## config.mk

```make
export PLATFORM = sky130hd
export DESIGN_NAME = lfsr_gen
export DESIGN_NICKNAME = d
export VERILOG_FILES = /design/src/rtl/lfsr_gen.sv
export SDC_FILE = /design/constraint.sdc
export NUM_CORES = 1
export LEC_CHECK = 0
export CORE_ASPECT_RATIO = 0.75
export CORE_MARGIN = 10
export CORE_UTILIZATION = 40
export CTS_BUF_LIST = sky130_fd_sc_hd__clkbuf_8 sky130_fd_sc_hd__clkbuf_16
export DETAILED_ROUTE_END_ITERATION = 10
export GPL_ROUTABILITY_DRIVEN = 1
export PLACE_DENSITY = 0.65
export SYNTH_ARGS = -nofsm -noshare
export SYNTH_HDL_FRONTEND = slang
export SYNTH_SLANG_ARGS = --single-unit
```

## constraint.sdc

```tcl
create_clock -name CLK -period 2.2 [get_ports CLK]
set_input_delay 0.33 -clock CLK [delete_from_list [all_inputs] [get_ports CLK]]
set_output_delay 0.33 -clock CLK [all_outputs]
set_load 0.02 [all_outputs]
```

## src/rtl/lfsr_gen.sv

```systemverilog
// Configurable Fibonacci/Galois LFSR with reseed, MISR signature mode and a
// counted burst sequencer (IDLE -> RUN -> DONE).
module lfsr_gen #(
    parameter int unsigned       WIDTH = 8,
    parameter logic [WIDTH-1:0]  POLY  = WIDTH'(8'hB8),
    parameter logic [WIDTH-1:0]  SEED  = '1,
    parameter int unsigned       CW    = 16
) (
    input  logic             CLK,
    input  logic             RST,
    input  logic             en,
    input  logic             mode,
    input  logic             load,
    input  logic [WIDTH-1:0] load_val,
    input  logic             misr_en,
    input  logic [WIDTH-1:0] misr_in,
    input  logic             start,
    input  logic [CW-1:0]    nsteps,
    output logic [WIDTH-1:0] state,
    output logic             sout,
    output logic             busy,
    output logic             done,
    output logic             seed_hit
);

    typedef enum logic [1:0] {IDLE, RUN, DONE} fsm_t;

    fsm_t             fsm_q, fsm_d;
    logic [CW-1:0]    cnt_q, cnt_d;
    logic [WIDTH-1:0] lfsr_q, lfsr_d;
    logic             busy_q, done_q, hit_q, hit_d;
    logic             do_step;

    logic [WIDTH-1:0] fib_nxt, gal_nxt, sel_nxt, step_nxt;

    assign fib_nxt = {lfsr_q[WIDTH-2:0], ^(lfsr_q & POLY)};
    assign gal_nxt = {lfsr_q[WIDTH-2:0], 1'b0} ^ (lfsr_q[WIDTH-1] ? POLY : '0);
    assign sel_nxt = mode ? gal_nxt : fib_nxt;

    // Zero is a fixed point of both forms; recover to SEED unless a signature
    // is being folded in, where the raw XOR result must be kept.
    always_comb begin
        step_nxt = sel_nxt;
        if (misr_en)
            step_nxt = sel_nxt ^ misr_in;
        else if (lfsr_q == '0)
            step_nxt = SEED;
    end

    always_comb begin
        fsm_d   = fsm_q;
        cnt_d   = cnt_q;
        lfsr_d  = lfsr_q;
        do_step = 1'b0;
        if (load) begin
            lfsr_d = load_val;
            fsm_d  = IDLE;
        end else begin
            case (fsm_q)
                IDLE: begin
                    if (start) begin
                        cnt_d = nsteps;
                        fsm_d = (nsteps == '0) ? DONE : RUN;
                    end else if (en) begin
                        do_step = 1'b1;
                    end
                end
                RUN: begin
                    do_step = 1'b1;
                    cnt_d   = cnt_q - CW'(1);
                    if (cnt_q == CW'(1))
                        fsm_d = DONE;
                end
                DONE:    fsm_d = IDLE;
                default: fsm_d = IDLE;
            endcase
            if (do_step)
                lfsr_d = step_nxt;
        end
    end

    assign hit_d = do_step && (step_nxt == SEED);

    always_ff @(posedge CLK) begin
        if (!RST) begin
            fsm_q  <= IDLE;
            cnt_q  <= '0;
            lfsr_q <= SEED;
            busy_q <= 1'b0;
            done_q <= 1'b0;
            hit_q  <= 1'b0;
        end else begin
            fsm_q  <= fsm_d;
            cnt_q  <= cnt_d;
            lfsr_q <= lfsr_d;
            busy_q <= (fsm_d == RUN);
            done_q <= (fsm_d == DONE);
            hit_q  <= hit_d;
        end
    end

    assign state    = lfsr_q;
    assign sout     = lfsr_q[WIDTH-1];
    assign busy     = busy_q;
    assign done     = done_q;
    assign seed_hit = hit_q;

endmodule

```

# After elaboration in Yosys (flattened, before gate mapping)
# Cells that the tools add are included.
dict set report totals {
  ff_bits 29
  latch_bits 0
  ramBits 0
  romBits 0
  input_bits 39
  output_inout_bits 12
  wordCells 42
  memories 0
}
dict set report classes {
  addsub 1
  n_mul 0
  div_mod_pow 0
  magnitude_cmp 0
  eq_ne 6
  shifts 0
  muxes 18
  n_bitwise 3
  reduce_logical 8
}
# op n
set ops {}
lappend ops {{8-bit 2-to-1 mux} 6}
lappend ops {{16-bit case mux with 2 select lines} 1}
lappend ops {{16-bit by 1-bit == test with 1-bit output, second input constant} 1}
lappend ops {{16-bit zero test} 1}
lappend ops {{16-bit 2-to-1 mux} 1}
lappend ops {{16-bit by 1-bit subtractor with 16-bit output, second input constant} 1}
lappend ops {{8-bit XOR} 2}
lappend ops {{8-bit == test, second input constant} 1}
lappend ops {{8-bit zero test} 1}
lappend ops {{2-bit 2-to-1 mux} 4}
lappend ops {{8-bit parity} 1}
lappend ops {{2-bit by 1-bit == test with 1-bit output, second input constant} 2}
lappend ops {{1-bit 2-to-1 mux} 4}
lappend ops {{2-bit case mux with 2 select lines} 1}
lappend ops {{2-bit nonzero test} 2}
lappend ops {{3-bit AND reduction} 1}
lappend ops {{2-bit == test, second input constant} 1}
lappend ops {{2-bit zero test} 1}
lappend ops {{2-bit inequality test, second input constant} 1}
lappend ops {{1-bit case mux with 2 select lines} 1}
lappend ops {{1-bit logical AND} 1}
lappend ops {{1-bit inverter} 1}

# Logic depth before layout (Yosys ltp)
# Gate-level depths: netlist (run 1).
dict set report depth {
  ltp_word 7
  depth_mapped 7
  ltp_nobuf 7
}

# Worst setup path after synthesis (run 1)
# Ideal clock, no wire load.
dict set report synth_timing {
  kind {register to register}
  from {register cnt_q[0]}
  to {register cnt_q[12]}
  setup_ps 123
  t_arrival_ps 1718
  t_required_ps 2077
  path_slack_ps 359
  path_stages_with_launch 8
  n_path_buf 0
  period_less_slack_ps 1841
  cell_sequence {dfxtp_1 > inv_1 > ha_1 > nor4b_2 > nand2_1 > or4_1 > mux2i_1 > o22ai_1}
}
dict set report synth_between {
  elab_chain_cells 2
}
# item line_no
set synth_rtl {}
lappend synth_rtl {{from (decl)} 29} ;# logic [CW-1:0] cnt_q, cnt_d;
lappend synth_rtl {{from (signal assigned)} 94} ;# cnt_q <= cnt_d;
lappend synth_rtl {{16-bit by 1-bit subtractor with 16-bit output} 70} ;# cnt_d = cnt_q - CW'(1);
lappend synth_rtl {{16-bit case mux with 2 select lines} 59} ;# case (fsm_q)
# No other way between the ends.
# A chain may end at the register's enable or synchronous reset.

# Final worst setup path (run 1)
dict set report layout_timing {
  from {register cnt_q[0]}
  to {register cnt_q[9]}
}
# The elaborated chain is that of the path after synthesis.

==> results.txt, run 1 <==
TNS Setup -> 0 ps
synth unique cells -> 52
Core Area -> 4600 um^2
Area Overhead vs Synth -> 40.0%
Yosys reg bits -> 29
Slew @ Worst Pin -> 448 ps
minimum clock period -> 1970 ps
number of flops mapped to enable cells by yosys -> 0
commonest cells after routing, fill and taps aside -> clkdlybuf4s50_1, nand2_1, nor2_1, dfxtp_1, a21oi_1
worst vdd ir -> 379 uV
PostCTS Resize Cnt -> 0
CTS Hold Bufs -> 0
placed inst area -> 2630 um^2
hold crit path type -> reg2reg
via count -> 2108
Avg Vias per Cell -> 5.45
critical path fanouts, max -> 6
Mapped Cells -> 264
# diodes -> 0
CTS sink count -> 29
WP data arrival -> 2160 ps
Final setup viols -> 0
cell area after synthesis -> 1950 um^2
period utilization -> 0.896
number of nets in the layout -> 372
row count -> 21
CTS tree -> built
largest net degree at the start of global routing -> 20
most common cell after layout, fill and taps aside -> clkdlybuf4s50_1
grt total ovfl -> 0
H-tree depth -> 2
Worst-path clk slew -> 60 ps
Synth Area per Inst -> 7.39 um^2
RSZ-0062 raised after global routing -> no
first-pass GRT wire length -> 10200 um
initial antenna violation count -> 0
Die Area -> 8100 um^2
Async SR Flop Fraction -> 0
relative slew slack -> 0.699
GP Congestion -> 0.906
CP Class -> reg2reg
Initial Utilization -> 0.424
status -> completed
Total GRT Usage -> 0.155
Fmax -> 507 MHz
Pre-antenna DRT Iters -> 4
Die X -> 101 um
max-cap viol count -> 0
CTS Buffer Depth -> 2
drt drc -> 0
Leak -> 1.10 nW
Final Non-Filler Cells -> 387
fin area -> 2730 um^2
Ys Warns -> 0
CP endpoint kind -> register
# IOs -> 51
clock skew -> 5.75 ps
CP Data Required Time -> 2380 ps
Antenna Nets Post-Route -> 0
Clk Latency, worst-skew pair -> 290 ps
Initial DRC Count -> 171
Power Density -> 596 nW/um^2
routed len/inst -> 16.4 um
die height -> 80.5 um
final hold violation count -> 0
share of cells above drive strength 1 -> 0.103
Clock Root Buffer -> clkbuf_8
sequential area share after synthesis -> 0.298
total wire length -> 6350 um
Port Buffer Count -> 50
post-CTS setup buffer count -> 0
crit path launch type -> register
vias in the first global route -> 2013
Post-Place Cells -> 379
cts bufs inserted -> 5
DPL Wire Length -> 4950 um
Post-Syn Nets -> 307
Max Slew Vio Count -> 0
ys flop type -> dfxtp_1
routing by layer:
metal  global-route usage  wire length, um
met1                0.231             3240
met2                0.207             2510
met3               0.0419              551
met4               0.0408               48
met5                    0                0
flip-flops by register name, summed over array words and instances, names as in the netlist:
| register | count |
|---|---|
| done | 1 |
| state | 8 |
| fsm_q | 2 |
| seed_hit | 1 |
| busy | 1 |
| cnt_q | 16 |
area by class of cell:
| class | count | area, um^2 |
|---|---|---|
| Clock inverter | 1 | 5.00 |
| Fill cell | 415 | 1870 |
| Clock buffer | 7 | 96.3 |
| Timing Repair Buffer | 68 | 648 |
| Sequential cell | 29 | 581 |
| Inverter | 12 | 45.0 |
| Multi-Input combinational cell | 213 | 1280 |
| Tap cell | 57 | 71.3 |
worst paths after layout:
check	startpoint	to	slack, ps	cells after the start
worst max register to register	cnt_q[0]$_SDFFE_PN0P_	cnt_q[9]$_SDFFE_PN0P_	230	5
worst min register to register	cnt_q[1]$_SDFFE_PN0P_	cnt_q[1]$_SDFFE_PN0P_	500	2
worst max-delay path	cnt_q[0]$_SDFFE_PN0P_	cnt_q[9]$_SDFFE_PN0P_	230	5
worst min-delay path	cnt_q[1]$_SDFFE_PN0P_	cnt_q[1]$_SDFFE_PN0P_	500	2
report_power, final:
group          switching (mW)  internal (mW)
logic                   0.258          0.261
registers              0.0506          0.564
clock network           0.211          0.282
total                   0.520           1.11
worst max-delay path: stages, from the launching register on:
cell and delay (ps):
dfxtp_1 360, or4_4 610, nor4_4 360, nor4b_2 270
o22ai_1 110, and2_1 160
cell families after synthesis:
group | after synthesis | synth area share
AO/OA/AOI/OAI | 80 | 0.271
XOR/XNOR | 4 | 0.0250
adder cells (fa/ha/maj) | 4 | 0.0257
buffers and inverters | 22 | 0.0443
flip-flops | 29 | 0.298
multiplexers | 6 | 0.0314
AND/OR/NAND/NOR | 119 | 0.305
per-stage QoR:
step | hold slack [ps] | total power, mW | setup WS [ps] | util
3_3_place_gp | 484 | 1.14 | 96.2 | 0.572
5_1_grt | 525 | 1.71 | 92.2 | 0.594
6_report | 503 | 1.63 | 229 | 0.594
4_1_cts | 498 | 1.63 | 231 | 0.594
2_1_floorplan | 452 | 0.916 | 359 | -
3_5_place_dp | 487 | 1.14 | 13.2 | 0.572
synthesized netlist by cell type (4+ instances only):
library cell | count | share of area
a21oi_1 | 21 | 0.054
a22oi_1 | 5 | 0.019
a32oi_1 | 4 | 0.018
and2_1 | 4 | 0.013
clkbuf_1 | 9 | 0.017
dfxtp_1 | 29 | 0.30
ha_1 | 4 | 0.026
inv_1 | 12 | 0.023
mux2i_1 | 5 | 0.026
nand2_1 | 39 | 0.075
nand3_1 | 9 | 0.023
nor2_1 | 34 | 0.065
nor2b_1 | 4 | 0.013
nor3_1 | 5 | 0.013
nor4_1 | 7 | 0.022
o21ai_0 | 17 | 0.044
o22ai_1 | 5 | 0.016
Note: power is estimated with default switching activity, not from simulation.
==> inputs of run 2 (changes only) <==
CORE_ASPECT_RATIO = default   (was 0.75)
==> run 2 against run 1 <==
  * Clock power barely moved
  * Clock skew increased by 4.6 ps
  * Cell count is 2.8% higher
  * Sequential power is essentially flat
  * Combinational power shrank 0.8%
  * Critical path type unchanged
==> results.txt, run 2 (synthesis results as in run 1) <==
status -> completed
DPL Wire Length -> 4780 um
hold path cells -> 2
H-tree depth -> 2
largest net degree at the start of global routing -> 22
Clock Root Buffer -> clkbuf_8
crit path launch type -> register
Slew @ Worst Pin -> 783 ps
die height -> 89.8 um
Leak -> 1.10 nW
Power Density -> 594 nW/um^2
commonest cells after routing, fill and taps aside -> clkdlybuf4s50_1, nand2_1, nor2_1, dfxtp_1, a21oi_1
first-pass GRT wire length -> 10100 um
critical path fanouts, max -> 6
relative slew slack -> 0.474
post-CTS setup buffer count -> 0
TNS Setup -> 0 ps
Reg with most FFs -> cnt_q
Die X -> 89.8 um
fin area -> 2740 um^2
Clk Latency, worst-skew pair -> 290 ps
clock skew -> 10.4 ps
WP data arrival -> 2130 ps
Fmax -> 513 MHz
Port Buffer Count -> 50
# diodes -> 0
Avg Vias per Cell -> 5.52
top routing layer in use -> met4
Core Area -> 4720 um^2
CP endpoint kind -> register
CTS Buffer Depth -> 2
hold crit path type -> reg2reg
via count -> 2197
number of nets in the layout -> 373
Total GRT Usage -> 0.148
Pre-antenna DRT Iters -> 4
grt total ovfl -> 0
vias in the first global route -> 1984
routed len/inst -> 15.4 um
most common cell after layout, fill and taps aside -> clkdlybuf4s50_1
CP Class -> reg2reg
minimum clock period -> 1950 ps
worst vdd ir -> 259 uV
RSZ-0062 raised after global routing -> no
Antenna Nets Post-Route -> 0
# IOs -> 51
Initial Utilization -> 0.413
Die Area -> 8070 um^2
CTS tree -> built
initial antenna violation count -> 0
R2R depth -> 5
met1 wire length -> 3070 um
Area Overhead vs Synth -> 40.3%
Worst-path clk slew -> 60 ps
cts bufs inserted -> 5
Max stage delay on crit path -> 600 ps
met2 wire len -> 2660 um
drt drc -> 0
Slowest-stage cell, CP -> or4_4
max FFs per register -> 16
metal3 WL -> 336 um
CTS Hold Bufs -> 0
placed inst area -> 2640 um^2
Max Slew Vio Count -> 0
total wire length -> 6130 um
Final setup viols -> 0
max-cap viol count -> 0
crit-path cells -> or4_4, nor4_4, nor4b_2, o22ai_1, and2_1
CTS sink count -> 29
CP Data Required Time -> 2380 ps
GP Congestion -> 0.917
final core utilization -> 0.580
PostCTS Resize Cnt -> 0
period utilization -> 0.886
row count -> 25
final hold violation count -> 0
share of cells above drive strength 1 -> 0.106
Initial DRC Count -> 189
run 2: area by class of cell:
cell class	instances	area (um^2)
fill	451	1990
timing repair buffer	69	643
clock buffer	7	96.3
clock inverter	1	5.00
tap	67	83.8
sequential	29	581
multi-input combinational	213	1280
inverter	12	45.0
run 2: critical path, delay by kind of cell, from the launching register on:
| kind | cells | cell delay (ps) |
|---|---|---|
| flops | 1 | 360 |
| compound gates | 1 | 120 |
| simple gates | 4 | 1360 |
run 2: worst paths after layout:
| check | from | endpoint | slack, ps |
|---|---|---|---|
| setup reg to reg | cnt_q[0]$_SDFFE_PN0P_ | cnt_q[9]$_SDFFE_PN0P_ | 250 |
| setup / recovery | cnt_q[0]$_SDFFE_PN0P_ | cnt_q[9]$_SDFFE_PN0P_ | 250 |
| hold / removal | cnt_q[1]$_SDFFE_PN0P_ | cnt_q[1]$_SDFFE_PN0P_ | 500 |
| hold reg to reg | cnt_q[1]$_SDFFE_PN0P_ | cnt_q[1]$_SDFFE_PN0P_ | 500 |
run 2: per-layer routing:
layer  track usage  vias up
met1         0.208     1013
li1              -     1103
met3        0.0374        7
met2         0.216       74
met4        0.0418        0
met5             0        -
run 2: through the flow:
step	setup slack [ps]	hold slack, ps	total power [mW]	cells
6_report	252	496	1.63	398
3_5_place_dp	95.2	491	1.14	390
4_1_cts	226	502	1.64	398
5_1_grt	127	518	1.72	398
3_3_place_gp	110	486	1.14	390
2_1_floorplan	359	452	0.916	264
run 2: report_power, final:
group | total (mW) | internal [mW] | switching [mW] | leakage, nW
Clock | 0.496 | 0.282 | 0.214 | 0.0542
Combinational | 0.515 | 0.263 | 0.252 | 0.808
Sequential | 0.615 | 0.564 | 0.0517 | 0.239
